===== src/rtl/conv_pkg.sv =====
// Shared constants and window tap layout for the 3x3 convolution path.
// The multiply/sum unit uses tap_offset to locate each tap in the packed window.
package conv_pkg;

  localparam int PIX_W_DEF = 8;
  localparam int WIN_DIM   = 3;
  localparam int WIN_TAPS  = WIN_DIM * WIN_DIM;
  localparam int WIN_W     = WIN_TAPS * PIX_W_DEF;

  // Emit qualifiers decoded from the raster position of the accepted pixel.
  typedef struct packed {
    logic row_ok;
    logic col_ok;
    logic frame_end;
  } emit_t;

  // Bit offset of tap (row, col); w00 sits at the MSB end, w22 at bit 0.
  function automatic int unsigned tap_offset(input int unsigned row,
                                             input int unsigned col,
                                             input int unsigned pix_w);
    return (WIN_TAPS - 1 - (row * WIN_DIM + col)) * pix_w;
  endfunction

endpackage


===== src/rtl/conv_line_buffer.sv =====
// One-row pixel delay: reads and writes the same column, advancing only on accept.
// Contents are never cleared; the caller's row counter keeps stale data out of windows.
module conv_line_buffer
  import conv_pkg::*;
#(
  parameter int DEPTH = 8,
  parameter int PIX_W = PIX_W_DEF,
  parameter int IDX_W = $clog2(DEPTH)
) (
  input  logic             clk,
  input  logic             en,
  input  logic [IDX_W-1:0] idx,
  input  logic [PIX_W-1:0] din,
  output logic [PIX_W-1:0] dout
);

  logic [PIX_W-1:0] mem [DEPTH];

  // Read returns last row's pixel at this column before the write replaces it.
  assign dout = mem[idx];

  always_ff @(posedge clk) begin
    if (en) begin
      mem[idx] <= din;
    end
  end

endmodule


===== src/rtl/conv_window_gen.sv =====
// Streaming 3x3 window generator: two line buffers feed a 3x3 shift array.
// Optional CONV_WINDOW_COORD_EN adds registered window-centre coordinates.
module conv_window_gen
  import conv_pkg::*;
#(
  parameter int IMG_WIDTH  = 8,
  parameter int IMG_HEIGHT = 8,
  parameter int PIX_W      = PIX_W_DEF
) (
  input  logic                          clk,
  input  logic                          rst_n,
  input  logic                          in_valid,
  output logic                          in_ready,
  input  logic [PIX_W-1:0]              in_pixel,
  output logic                          out_valid,
  input  logic                          out_ready,
  output logic [WIN_TAPS*PIX_W-1:0]     out_window,
  output logic                          out_last
`ifdef CONV_WINDOW_COORD_EN
  ,
  output logic [$clog2(IMG_HEIGHT)-1:0] out_row,
  output logic [$clog2(IMG_WIDTH)-1:0]  out_col
`endif
);

  localparam int COL_W = $clog2(IMG_WIDTH);
  localparam int ROW_W = $clog2(IMG_HEIGHT);
  localparam logic [COL_W-1:0] COL_MAX = COL_W'(IMG_WIDTH - 1);
  localparam logic [ROW_W-1:0] ROW_MAX = ROW_W'(IMG_HEIGHT - 1);

  logic [COL_W-1:0] col;
  logic [ROW_W-1:0] row;
  logic [PIX_W-1:0] win_q [WIN_DIM][WIN_DIM];
  logic [PIX_W-1:0] win_d [WIN_DIM][WIN_DIM];
  logic [WIN_TAPS*PIX_W-1:0] window_d;
  logic [PIX_W-1:0] lb0_q;
  logic [PIX_W-1:0] lb1_q;
  logic accept;
  emit_t emit;

  // Handshake: a transfer happens on a side when valid && ready at posedge.
  // The single output stage frees up when empty or when its window is taken.
  assign in_ready = !out_valid || out_ready;
  assign accept   = in_valid && in_ready;

  conv_line_buffer #(
    .DEPTH (IMG_WIDTH),
    .PIX_W (PIX_W),
    .IDX_W (COL_W)
  ) lb0 (
    .clk  (clk),
    .en   (accept),
    .idx  (col),
    .din  (in_pixel),
    .dout (lb0_q)
  );

  conv_line_buffer #(
    .DEPTH (IMG_WIDTH),
    .PIX_W (PIX_W),
    .IDX_W (COL_W)
  ) lb1 (
    .clk  (clk),
    .en   (accept),
    .idx  (col),
    .din  (lb0_q),
    .dout (lb1_q)
  );

  always_comb begin
    for (int r = 0; r < WIN_DIM; r++) begin
      for (int c = 0; c < WIN_DIM - 1; c++) begin
        win_d[r][c] = win_q[r][c+1];
      end
      win_d[r][WIN_DIM-1] = win_q[r][WIN_DIM-1];
    end
    win_d[0][WIN_DIM-1] = lb1_q;
    win_d[1][WIN_DIM-1] = lb0_q;
    win_d[2][WIN_DIM-1] = in_pixel;
  end

  always_comb begin
    window_d = '0;
    for (int r = 0; r < WIN_DIM; r++) begin
      for (int c = 0; c < WIN_DIM; c++) begin
        window_d[tap_offset(r, c, PIX_W) +: PIX_W] = win_d[r][c];
      end
    end
  end

  always_comb begin
    emit           = '0;
    emit.row_ok    = (row >= ROW_W'(2));
    emit.col_ok    = (col >= COL_W'(2));
    emit.frame_end = (row == ROW_MAX) && (col == COL_MAX);
  end

  always_ff @(posedge clk) begin
    if (!rst_n) begin
      col <= '0;
      row <= '0;
    end else if (accept) begin
      if (col == COL_MAX) begin
        col <= '0;
        row <= (row == ROW_MAX) ? '0 : row + 1'b1;
      end else begin
        col <= col + 1'b1;
      end
    end
  end

  always_ff @(posedge clk) begin
    if (!rst_n) begin
      for (int r = 0; r < WIN_DIM; r++) begin
        for (int c = 0; c < WIN_DIM; c++) begin
          win_q[r][c] <= '0;
        end
      end
    end else if (accept) begin
      win_q <= win_d;
    end
  end

  // Load takes priority so a consume and a new window can share one cycle.
  always_ff @(posedge clk) begin
    if (!rst_n) begin
      out_valid  <= 1'b0;
      out_window <= '0;
      out_last   <= 1'b0;
    end else if (accept && emit.row_ok && emit.col_ok) begin
      out_valid  <= 1'b1;
      out_window <= window_d;
      out_last   <= emit.frame_end;
    end else if (out_ready) begin
      out_valid  <= 1'b0;
      out_last   <= 1'b0;
    end
  end

`ifdef CONV_WINDOW_COORD_EN
  always_ff @(posedge clk) begin
    if (!rst_n) begin
      out_row <= '0;
      out_col <= '0;
    end else if (accept && emit.row_ok && emit.col_ok) begin
      out_row <= row - 1'b1;
      out_col <= col - 1'b1;
    end
  end
`endif

endmodule

===== config.mk =====
export PLATFORM = sky130hd
export DESIGN_NAME = conv_window_gen
export DESIGN_NICKNAME = d
export VERILOG_FILES = /design/src/rtl/conv_pkg.sv /design/src/rtl/conv_line_buffer.sv /design/src/rtl/conv_window_gen.sv
export SDC_FILE = /design/constraint.sdc
export NUM_CORES = 1
export LEC_CHECK = 0
export CORE_AREA = 2 2 148 150
export CTS_BUF_LIST = sky130_fd_sc_hd__clkbuf_16
export DETAILED_ROUTE_END_ITERATION = 10
export DIE_AREA = 0 0 150 152
export PLACE_DENSITY = 0.7
export SLEW_MARGIN = 20
export SYNTH_ARGS = -nofsm -noshare
export SYNTH_HDL_FRONTEND = slang
export SYNTH_SLANG_ARGS = --single-unit

===== constraint.sdc =====
create_clock -name clk -period 7.4 [get_ports clk]
set_input_delay 2.22 -clock clk [delete_from_list [all_inputs] [get_ports clk]]
set_output_delay 2.22 -clock clk [all_outputs]
set_load 0.01 [all_outputs]

==> flow_metrics.env <==
export IMPL_peakVddDrop_v=0.000183
export IMPL_ios=87
export IMPL_most_common_layout_cells="nand2_1, dfxtp_1, edfxtp_1"
export IMPL_synthTopCellsByArea="edfxtp_1, dfxtp_1, mux4_2, nand2_1, a21oi_1"
export IMPL_synth_cell_types=28
export IMPL_p_total_w=0.00301
export IMPL_final_nets=832
export IMPL_ys_warn_count=0
export IMPL_pre_cts_slack_ps=1660
export IMPL_die_area_sq_um=22800
export IMPL_cts_root_buffer="clkbuf_16"
export IMPL_vias_per_cell=5.18
export IMPL_drv_slew=0
export IMPL_die_y_um=152
export IMPL_layout_commonest_cell="nand2_1"
export IMPL_synth_avg_cell_area_sq_um=12.6
export IMPL_crit_top_cell="clkdlybuf4s50_1"
export IMPL_insertedDiodeCount=0
export IMPL_max_stage_delay_ps=580
export IMPL_cap_violations=0
export IMPL_grt_pass1_vias=5537
export IMPL_worstPathRequired_ps=5180
export IMPL_finalWirelength_um=18800
export IMPL_ys_ff_latch=259
export IMPL_cts_hold_buf=0
export IMPL_post_route_util_pct=52.9
export IMPL_crit_path_end_kind="primary output"
export IMPL_cts_setup_buffers=0
export IMPL_synth_edf_count=128
export IMPL_numCtsBuffers=26
export IMPL_slew_headroom_pct=31.9
export IMPL_setup_slack_ps=1670
export IMPL_grt_usage_pct=16.8
export IMPL_grt_ovfl_total=0
export IMPL_cp_arrival_ps=3510
export IMPL_start_kind="input port"
export IMPL_netlist_instances=743
export IMPL_finalSetupTns_ps=0
export IMPL_first_iter_violations=345
export IMPL_ys_flop_type="dfxtp_1"
export IMPL_start_util_pct=43.8
export IMPL_path_max_fanout=7
export IMPL_synth_area_leader_cell="edfxtp_1"
export IMPL_critical_path_class="input port to primary output"
export IMPL_synth_nets=761
export IMPL_clock_latency_ps=520
export IMPL_ys_seq_area_share_pct=69.1
export IMPL_regArea_sq_um=6470
export IMPL_place_congestion=0.741
export IMPL_rows=54
export IMPL_skew_ps=13.6
export IMPL_cts_resized=0
export IMPL_final_antenna_net_count=0
export IMPL_finalSetupViolCount=0
export IMPL_worstPathCellList="clkdlybuf4s50_1 > nand2b_1 > clkdlybuf4s50_1"
export IMPL_fin_crit_ps=5730
export IMPL_grt_max_degree=90
export IMPL_syn_area_sq_um=9360
export IMPL_cts_buffer_depth=3
export IMPL_core_sq_um=21400
export IMPL_drive_gt1_share_pct=11.3
export IMPL_dp_hpwl_um=11200
export IMPL_async_reset_ff_share_pct=0
export IMPL_cts_sinks=259
export IMPL_synthDominantCellAreaShare_pct=41.1
export IMPL_crit_slowest_cell="clkdlybuf4s50_1"
export IMPL_hold_path_class="flop to flop"
export IMPL_max_freq_ghz=0.175
export IMPL_multiInputGateArea_sq_um=2660
export IMPL_post_route_drc_count=0
export IMPL_die_w_um=150
export IMPL_antenna_found_initial=0
export IMPL_fin_crit_sh_pct=77.4
export IMPL_hold_viol=0
export IMPL_powerDensity_nw_per_um2=266
export IMPL_wl_per_cell_um=16.9
export IMPL_htreeDepth=1
export IMPL_vias=5769
export IMPL_areaGrowthSynthToFinish_pct=20.7
export IMPL_rsz0062_at_grt="false"
export IMPL_clk_pin_slew_worst_paths_ps=60
export IMPL_grt_pass1_wl_um=30400
export IMPL_p_leak_nw=3.71
export IMPL_outcome="completed"
export IMPL_tritoncts="done"
export IMPL_tightest_slew_ps=1020
export IMPL_portBuffers=86
export IMPL_nFillCells=1828
export IMPL_drtPass1Iterations=5
-- power by group --
part,internal (W),switching (W)
Combinational,0.0000520,0.0000938
Sequential,0.00155,0.0000196
Clock,0.000770,0.000525
-- cell families (layout without fill, tap and decap cells) --
group,after synthesis,in the layout,share of synthesized area [%]
AO/OA/AOI/OAI,161,161,8.75
multiplexers,48,48,9.41
flip-flops,259,259,69.1
AND/OR/NAND/NOR,207,207,8.75
buffers and inverters,62,153,3.21
adder cells (fa/ha/maj),6,6,0.802
-- synthesized netlist by cell type (3+ instances only) --
| library cell | number |
|---|---|
| nor3_1 | 4 |
| nand2_1 | 185 |
| ha_1 | 6 |
| mux4_2 | 32 |
| buf_4 | 5 |
| a21oi_1 | 125 |
| mux2i_1 | 16 |
| o21ai_0 | 32 |
| buf_2 | 15 |
| dfxtp_1 | 131 |
| inv_1 | 10 |
| or3_1 | 4 |
| nor2_1 | 4 |
| edfxtp_1 | 128 |
| clkbuf_1 | 21 |
| buf_6 | 4 |
| buf_1 | 6 |
| nand3_1 | 3 |
-- sequential cells by signal, indices dropped and copies added (netlist names), named ones only --
signal,flops
col,3
lb0.mem,64
lb1.mem,64
out_last,1
out_valid,1
out_window,72
row,3
win_d,48
-- worst max-delay path: cells and delay by family --
kind | cells | cell delay, ps
buffers and inverters | 2 | 1050
and+or+nand+nor | 1 | 240
-- final cells by class --
class | instances | area share (%)
clock buffers | 29 | 6.42
clock inverters | 19 | 1.21
inverters | 11 | 0.376
multi-input cells | 422 | 23.5
flip-flops and latches | 259 | 57.2
well taps | 280 | 3.10
repair buffers | 94 | 8.15
-- metal layers --
layer	track usage [%]	part of all wire (%)	routed length (um)
met5	0	0	0
met4	4.18	2.2	409
met3	2.43	4.8	898
met2	27.3	48	9110
met1	23.9	45	8390
-- worst paths after layout --
path                                       to  depth (start not counted)  slack (ps)              startpoint
setup / recovery                     in_ready                          3        1670               out_ready
hold / removal    out_window[40]$_SDFFE_PN0P_                          2         450  win_d[40]$_SDFFE_PN0P_
setup reg to reg      lb0.mem[5][6]$_DFFE_PP_                          5        4640  out_valid$_SDFFE_PN0P_
hold reg to reg   out_window[40]$_SDFFE_PN0P_                          2         450  win_d[40]$_SDFFE_PN0P_
-- metrics by stage --
step	cell area, sq um	std cells	hold WS (ps)
4_1_cts	11300	1114	453
5_1_grt	11300	1114	466
2_1_floorplan	9360	743	432
6_report	11300	1114	448
3_3_place_gp	10400	1066	440
3_5_place_dp	10400	1066	444
Note: power is estimated with default switching activity, not from simulation.
==> edit 1: new RTL, same flow settings <==
Set the parameter `IMG_HEIGHT` to 16 (it was 8).
--- a/src/rtl/conv_window_gen.sv
+++ b/src/rtl/conv_window_gen.sv
@@ -6,3 +6,3 @@
   parameter int IMG_WIDTH  = 8,
-  parameter int IMG_HEIGHT = 8,
+  parameter int IMG_HEIGHT = 16,
   parameter int PIX_W      = PIX_W_DEF
Behaviour: same outputs for any inputs over 10 cycles, from zero or initial values and one cycle with rst_n low; that may be too few to reach the edited logic, so the function may still have changed.
==> edit 1 against the unedited design <==
Cell area decreased by 0.40%; sequential cell count increased by 1; total power decreased by 3.7%; wire length decreased by 0.52%; count of clock-buffer cells in the layout decreased by 3; non-clock buffer count increased by 4; synthesized area increased by 0.24%; setup slack got worse by 13 ps.
==> edit 1: results (changes against the unedited design) <==
* Total Routing Usage GR at 16.50% (-0.30 points)
* Mux cell area share after synthesis at 9.387% (-0.023 points)
* Crit-path max FO at 8 (+1)
* Slew Limit Headroom at 30.84% (-1.0 points)
* Clock transition at path regs at 60 ps (about the same)
* Post-route non-filler standard cell count at 1121 (+0.63%)
* Maximum VDD drop at 0.0001514 V (-17%)
* Initial DRC Count at 422 (+22%)
* Leak at 3.700 nW (-0.39%)
* Largest net degree at the start of global routing at 90 (unchanged)
* Hold Crit Class: reg2reg
* First-pass GRT wire length at 29.93 mm (-1.5%)
* Avg Synthesized Cell Area at 12.53 um2 (-0.56%)
* Area contributors post-synth: edfxtp_1 41%, dfxtp_1 28%, mux4_2 7.7%
* Post-synthesis sequential area ratio at 69.12% (about the same)
* Pint at 2.275 mW (-4.1%)
* Xor and xnor area share after synthesis at 0.09333% (+0.093 points)
* CTS buffer count at 25 (-3.8%)
* Vias per inst at 5.135 (-0.85%)
* Asr flop ratio synth at 0% (unchanged)
* CP top delay family: buffers and inverters
* CP arrival at 3520 ps (about the same)
* WL final at 18.71 mm (-0.52%)
* Mapped Nets at 766 (+0.66%)
* Synth Flop Type: dfxtp_1
* R2R cell count at 5 (unchanged)
* Top post-synthesis cells by count: 184 x nand2_1, 132 x dfxtp_1, 128 x edfxtp_1
* Clk_skew at 13.84 ps (+0.2180 ps)
* Post-CTS setup buffers at 0 (unchanged)
* Fraction of the mapped netlist area in adder cells at 0.6667% (-0.14 points)
* Status: completed
* Share of cells above drive strength 1 at 10.70% (-0.57 points)
* IO buf count at 86 (unchanged)
* Vias in the first global route at 5631 (+1.7%)
* Post-synth cell types at 31 (+11%)
* Placed Instances at 1075 (+0.84%)
* GP Congestion at 0.7239 (-2.3%)
* Compound-Gate Fraction of Synth Area at 8.707% (-0.048 points)
* Hpwl dp at 11.42 mm (+2.0%)
* Fin nets at 840 (+0.96%)
* Clock buffer depth at 3 (unchanged)
* Synthesis Warnings at 0 (unchanged)
* Crit-path slowest cell: clkdlybuf4s50_1
[edit 1: changes by cell type after synthesis, moves of 2 or more]
cell | before | now
a21oi_1 | 125 | 127
a21oi_2 | 2 | 0
clkbuf_1 | 21 | 31
buf_1 | 6 | 1
buf_4 | 5 | 3
buf_2 | 15 | 13
[edit 1: power by group through the flow]
stage / sequential, mW / clock (mW) / combinational (mW)
final: 1.57 / 1.18 / 0.144
after global routing: 1.58 / 1.26 / 0.160
after CTS: 1.57 / 1.20 / 0.147
after detailed placement: 1.61 / 0 / 0.146
after global placement: 1.60 / 0 / 0.143
after floorplan: 1.60 / 0 / 0.0982
[edit 1: final timing paths]
check	to	from	slack (ps)
max	in_ready	out_ready	1660
min	out_window[20]	win_d[20]	450
max reg2reg	lb0.mem[5][4]	out_valid	4600
min reg2reg	out_window[20]	win_d[20]	450
[edit 1: cell type report]
| class | instances | area, um2 |
|---|---|---|
| timing repair buffer | 98 | 954.7 |
| sequential | 260 | 6489 |
| inverter | 11 | 41.29 |
| tap | 280 | 350.3 |
| multi-input combinational | 427 | 2658 |
| fill | 1869 | 10100 |
| clock buffer | 26 | 650.6 |
| clock inverter | 19 | 111.4 |
[edit 1: metrics by stage]
| step | hold WS (ps) | worst slack (ps) | util, % | cell area [um2] |
|---|---|---|---|---|
| after global placement | 439.9 | 1680 | 49.09 | 10480 |
| after floorplan | 432.1 | 2638 | - | 9384 |
| final | 448.9 | 1658 | 52.71 | 11250 |
| after CTS | 449.7 | 1661 | 52.66 | 11240 |
| after detailed placement | 445.3 | 1665 | 49.09 | 10480 |
| after global routing | 469.9 | 1612 | 52.71 | 11250 |
[edit 1: kinds of logic (layout without fill, tap and decap cells)]
group / count (synthesis) / after routing
AO/OA/AOI/OAI: 162 / 162
XOR/XNOR: 1 / 1
adder cells (fa/ha/maj): 5 / 5
buffers and inverters: 62 / 154
flip-flops: 260 / 260
multiplexers: 48 / 48
AND/OR/NAND/NOR: 211 / 211
[edit 1: layer usage]
layer / GRT usage (%) / routed length (um)
met1: 22.66 / 8479
met2: 27.64 / 9134
met3: 2.372 / 784
met4: 4.268 / 308
met5: 0 / 0
[edit 1: worst register-to-register path, delay by kind of cell, from the launching register on]
family                 cells  cell delay, ps
buffers and inverters      1             530
flip-flops                 1             310
AND/OR/NAND/NOR            4            1570
==> edit 2: new RTL, same settings <==
Without the edit above. Build with the macro `CONV_WINDOW_COORD_EN` defined.
--- a/src/rtl/conv_window_gen.sv
+++ b/src/rtl/conv_window_gen.sv
@@ -2,2 +2,4 @@
 // Optional CONV_WINDOW_COORD_EN adds registered window-centre coordinates.
+`define CONV_WINDOW_COORD_EN
+
 module conv_window_gen
Check against the original RTL (old outputs only; new: out_col and out_row): equivalent (Yosys induction, for registers that start in step).
==> edit 2 against the unedited design <==
Sequential cell count increased by 6; synthesized area increased by 5.5%; non-clock buffer count increased by 7; combinational power decreased by 3%; setup slack about the same; utilization increased by 2.5 points; total power increased by 0.31%; largest cell class unchanged; cell area increased by 4.7%; wire length increased by 5.3%.
==> edit 2: results (changes against the unedited design) <==
* Status: completed
* Area contributors post-synth: edfxtp_1 39%, dfxtp_1 28%, a21boi_0 7.4%
* Largest registers: out_window x72, lb0.mem x64, lb1.mem x64
* Clk_skew at 5.043 ps (-8.584 ps)
* Vias in the first global route at 5619 (+1.5%)
* Post-synth cell types at 29 (+3.6%)
* Crit-path max FO at 7 (unchanged)
* Post-CTS sizing at 0 (unchanged)
* Clk Latency, worst-skew pair at ~530 ps
* Share of cells above drive strength 1 at 10.80% (-0.47 points)
* Worst-margin pin slew at 1143 ps (+124.8 ps)
* Clock transition at path regs at 60 ps (about the same)
* First-pass GRT wire length at 31.30 mm (+3.0%)
* Average wire per standard cell at 17.21 um (+2.0%)
* R2R setup slack at 4690 ps (+50 ps)
* Hpwl dp at 11.50 mm (+2.7%)
* Worst reg2reg startpoint: out_valid
* Total Routing Usage GR at 17.39% (+0.59 points)
* Asr flop ratio synth at 0% (unchanged)
* Post-synthesis sequential area ratio at 66.68% (-2.4 points)
* Fin nets at 869 (+4.4%)
* CP Capture Point: in_ready
* Mapped Nets at 793 (+4.2%)
* Max_cap viols at 0 (unchanged)
* Initial antenna violation count at 0 (unchanged)
* Synthesis Warnings at 0 (unchanged)
* Pre-antenna DRT Iters at 4 (-1)
* Post-CTS setup buffers at 0 (unchanged)
* H-Tree Depth at 1 (unchanged)
* Hold Crit Class: reg2reg
* Post-DP Area at 10990 um2 (+5.3%)
* R2R Path End: lb0.mem[5][7]
* Clock buffer depth at 3 (unchanged)
* Vias at 5949 (+3.1%)
* Synth Flop Type: dfxtp_1
* Root Driver: clkbuf_16
* R2R cell count at 5 (unchanged)
* IO buf count at 92 (+7.0%)
* CP startpoint: out_ready
* Maximum VDD drop at 0.0001965 V (+7.7%)
* Top post-synthesis cells by count: 193 x nand2_1, 137 x dfxtp_1, 128 x edfxtp_1
* CTS buffer count at 27 (+3.8%)
* Largest net degree at the start of global routing at 135 (+50%)
* CP arrival at 3510 ps (about the same)
* Leak at 3.920 nW (+5.6%)
* EDFF count, synth at 128 (unchanged)
* Initial DRC Count at 404 (+17%)
* GP Congestion at 0.7327 (-1.1%)
* Antenna Cells at 0 (unchanged)
==> edit 2: changes by cell type after synthesis, moves of 5 or more <==
| cell | delta |
|---|---|
| buf_4 | -5 |
| o21ai_0 | -6 |
| a21oi_1 | -93 |
| nand2_1 | +8 |
| dfxtp_1 | +6 |
| o21ai_1 | +6 |
| a21boi_0 | +98 |
| clkbuf_1 | +6 |
==> edit 2: power by group <==
group / switching (mW) / total (mW) / internal, mW
sequential: 0.0208 / 1.60 / 1.58
clock: 0.546 / 1.28 / 0.733
combinational: 0.0861 / 0.141 / 0.0549
total: 0.653 / 3.02 / 2.37
==> edit 2: cell families after synthesis <==
family / Yosys count / share of synthesized area (%)
DFF: 265 / 66.68
muxes: 50 / 9.121
buffers and inverters: 66 / 3.192
xor gates and xnor gates: 2 / 0.1774
and+or+nand+nor: 218 / 8.918
adders and majority gates: 8 / 1.013
AOI/OAI and AO/OA: 164 / 10.89
==> edit 2: through the flow <==
step | hold slack, ps | util [%] | setup slack [ps] | std cells
after global placement | 453.6 | 51.47 | 1700 | 1100
after global routing | 481.1 | 55.39 | 1623 | 1150
after floorplan | 441.2 | - | 2629 | 773
final | 464.0 | 55.39 | 1671 | 1150
after detailed placement | 459.4 | 51.47 | 1672 | 1100
after CTS | 468.0 | 55.39 | 1669 | 1150
==> edit 2: cell type report <==
cell class	instances	area, um2
Clock inverter	23	162.7
Inverter	12	45.04
Fill cell	1814	9524
Tap cell	280	350.3
Sequential cell	265	6589
Multi-Input combinational cell	442	3018
Clock buffer	27	675.6
Timing Repair Buffer	101	985.9
==> edit 2: worst min path at each step <==
| stage | depth (start not counted) | to | startpoint |
|---|---|---|---|
| 3_5_place_dp | 2 | out_window[23] | win_d[23] |
| 6_report | 2 | out_window[41] | win_d[41] |
| 2_1_floorplan | 2 | out_window[70] | win_d[70] |
| 5_1_grt | 2 | out_window[20] | win_d[20] |
| 3_3_place_gp | 2 | out_window[46] | out_window[46] |
| 4_1_cts | 2 | out_window[23] | win_d[23] |
==> edit 2: routing by layer <==
metal	vias up	GRT usage [%]	wire (um)
met3	30	2.703	991
met1	2894	25.25	9173
li1	2875	-	-
met5	-	0	0
met2	150	27.70	9228
met4	0	4.043	404
==> edit 2: worst max-delay path, cell delays in order <==
cell and delay [ps]:
clkdlybuf4s50_1 460, nand2b_1 240, clkdlybuf4s50_1 590
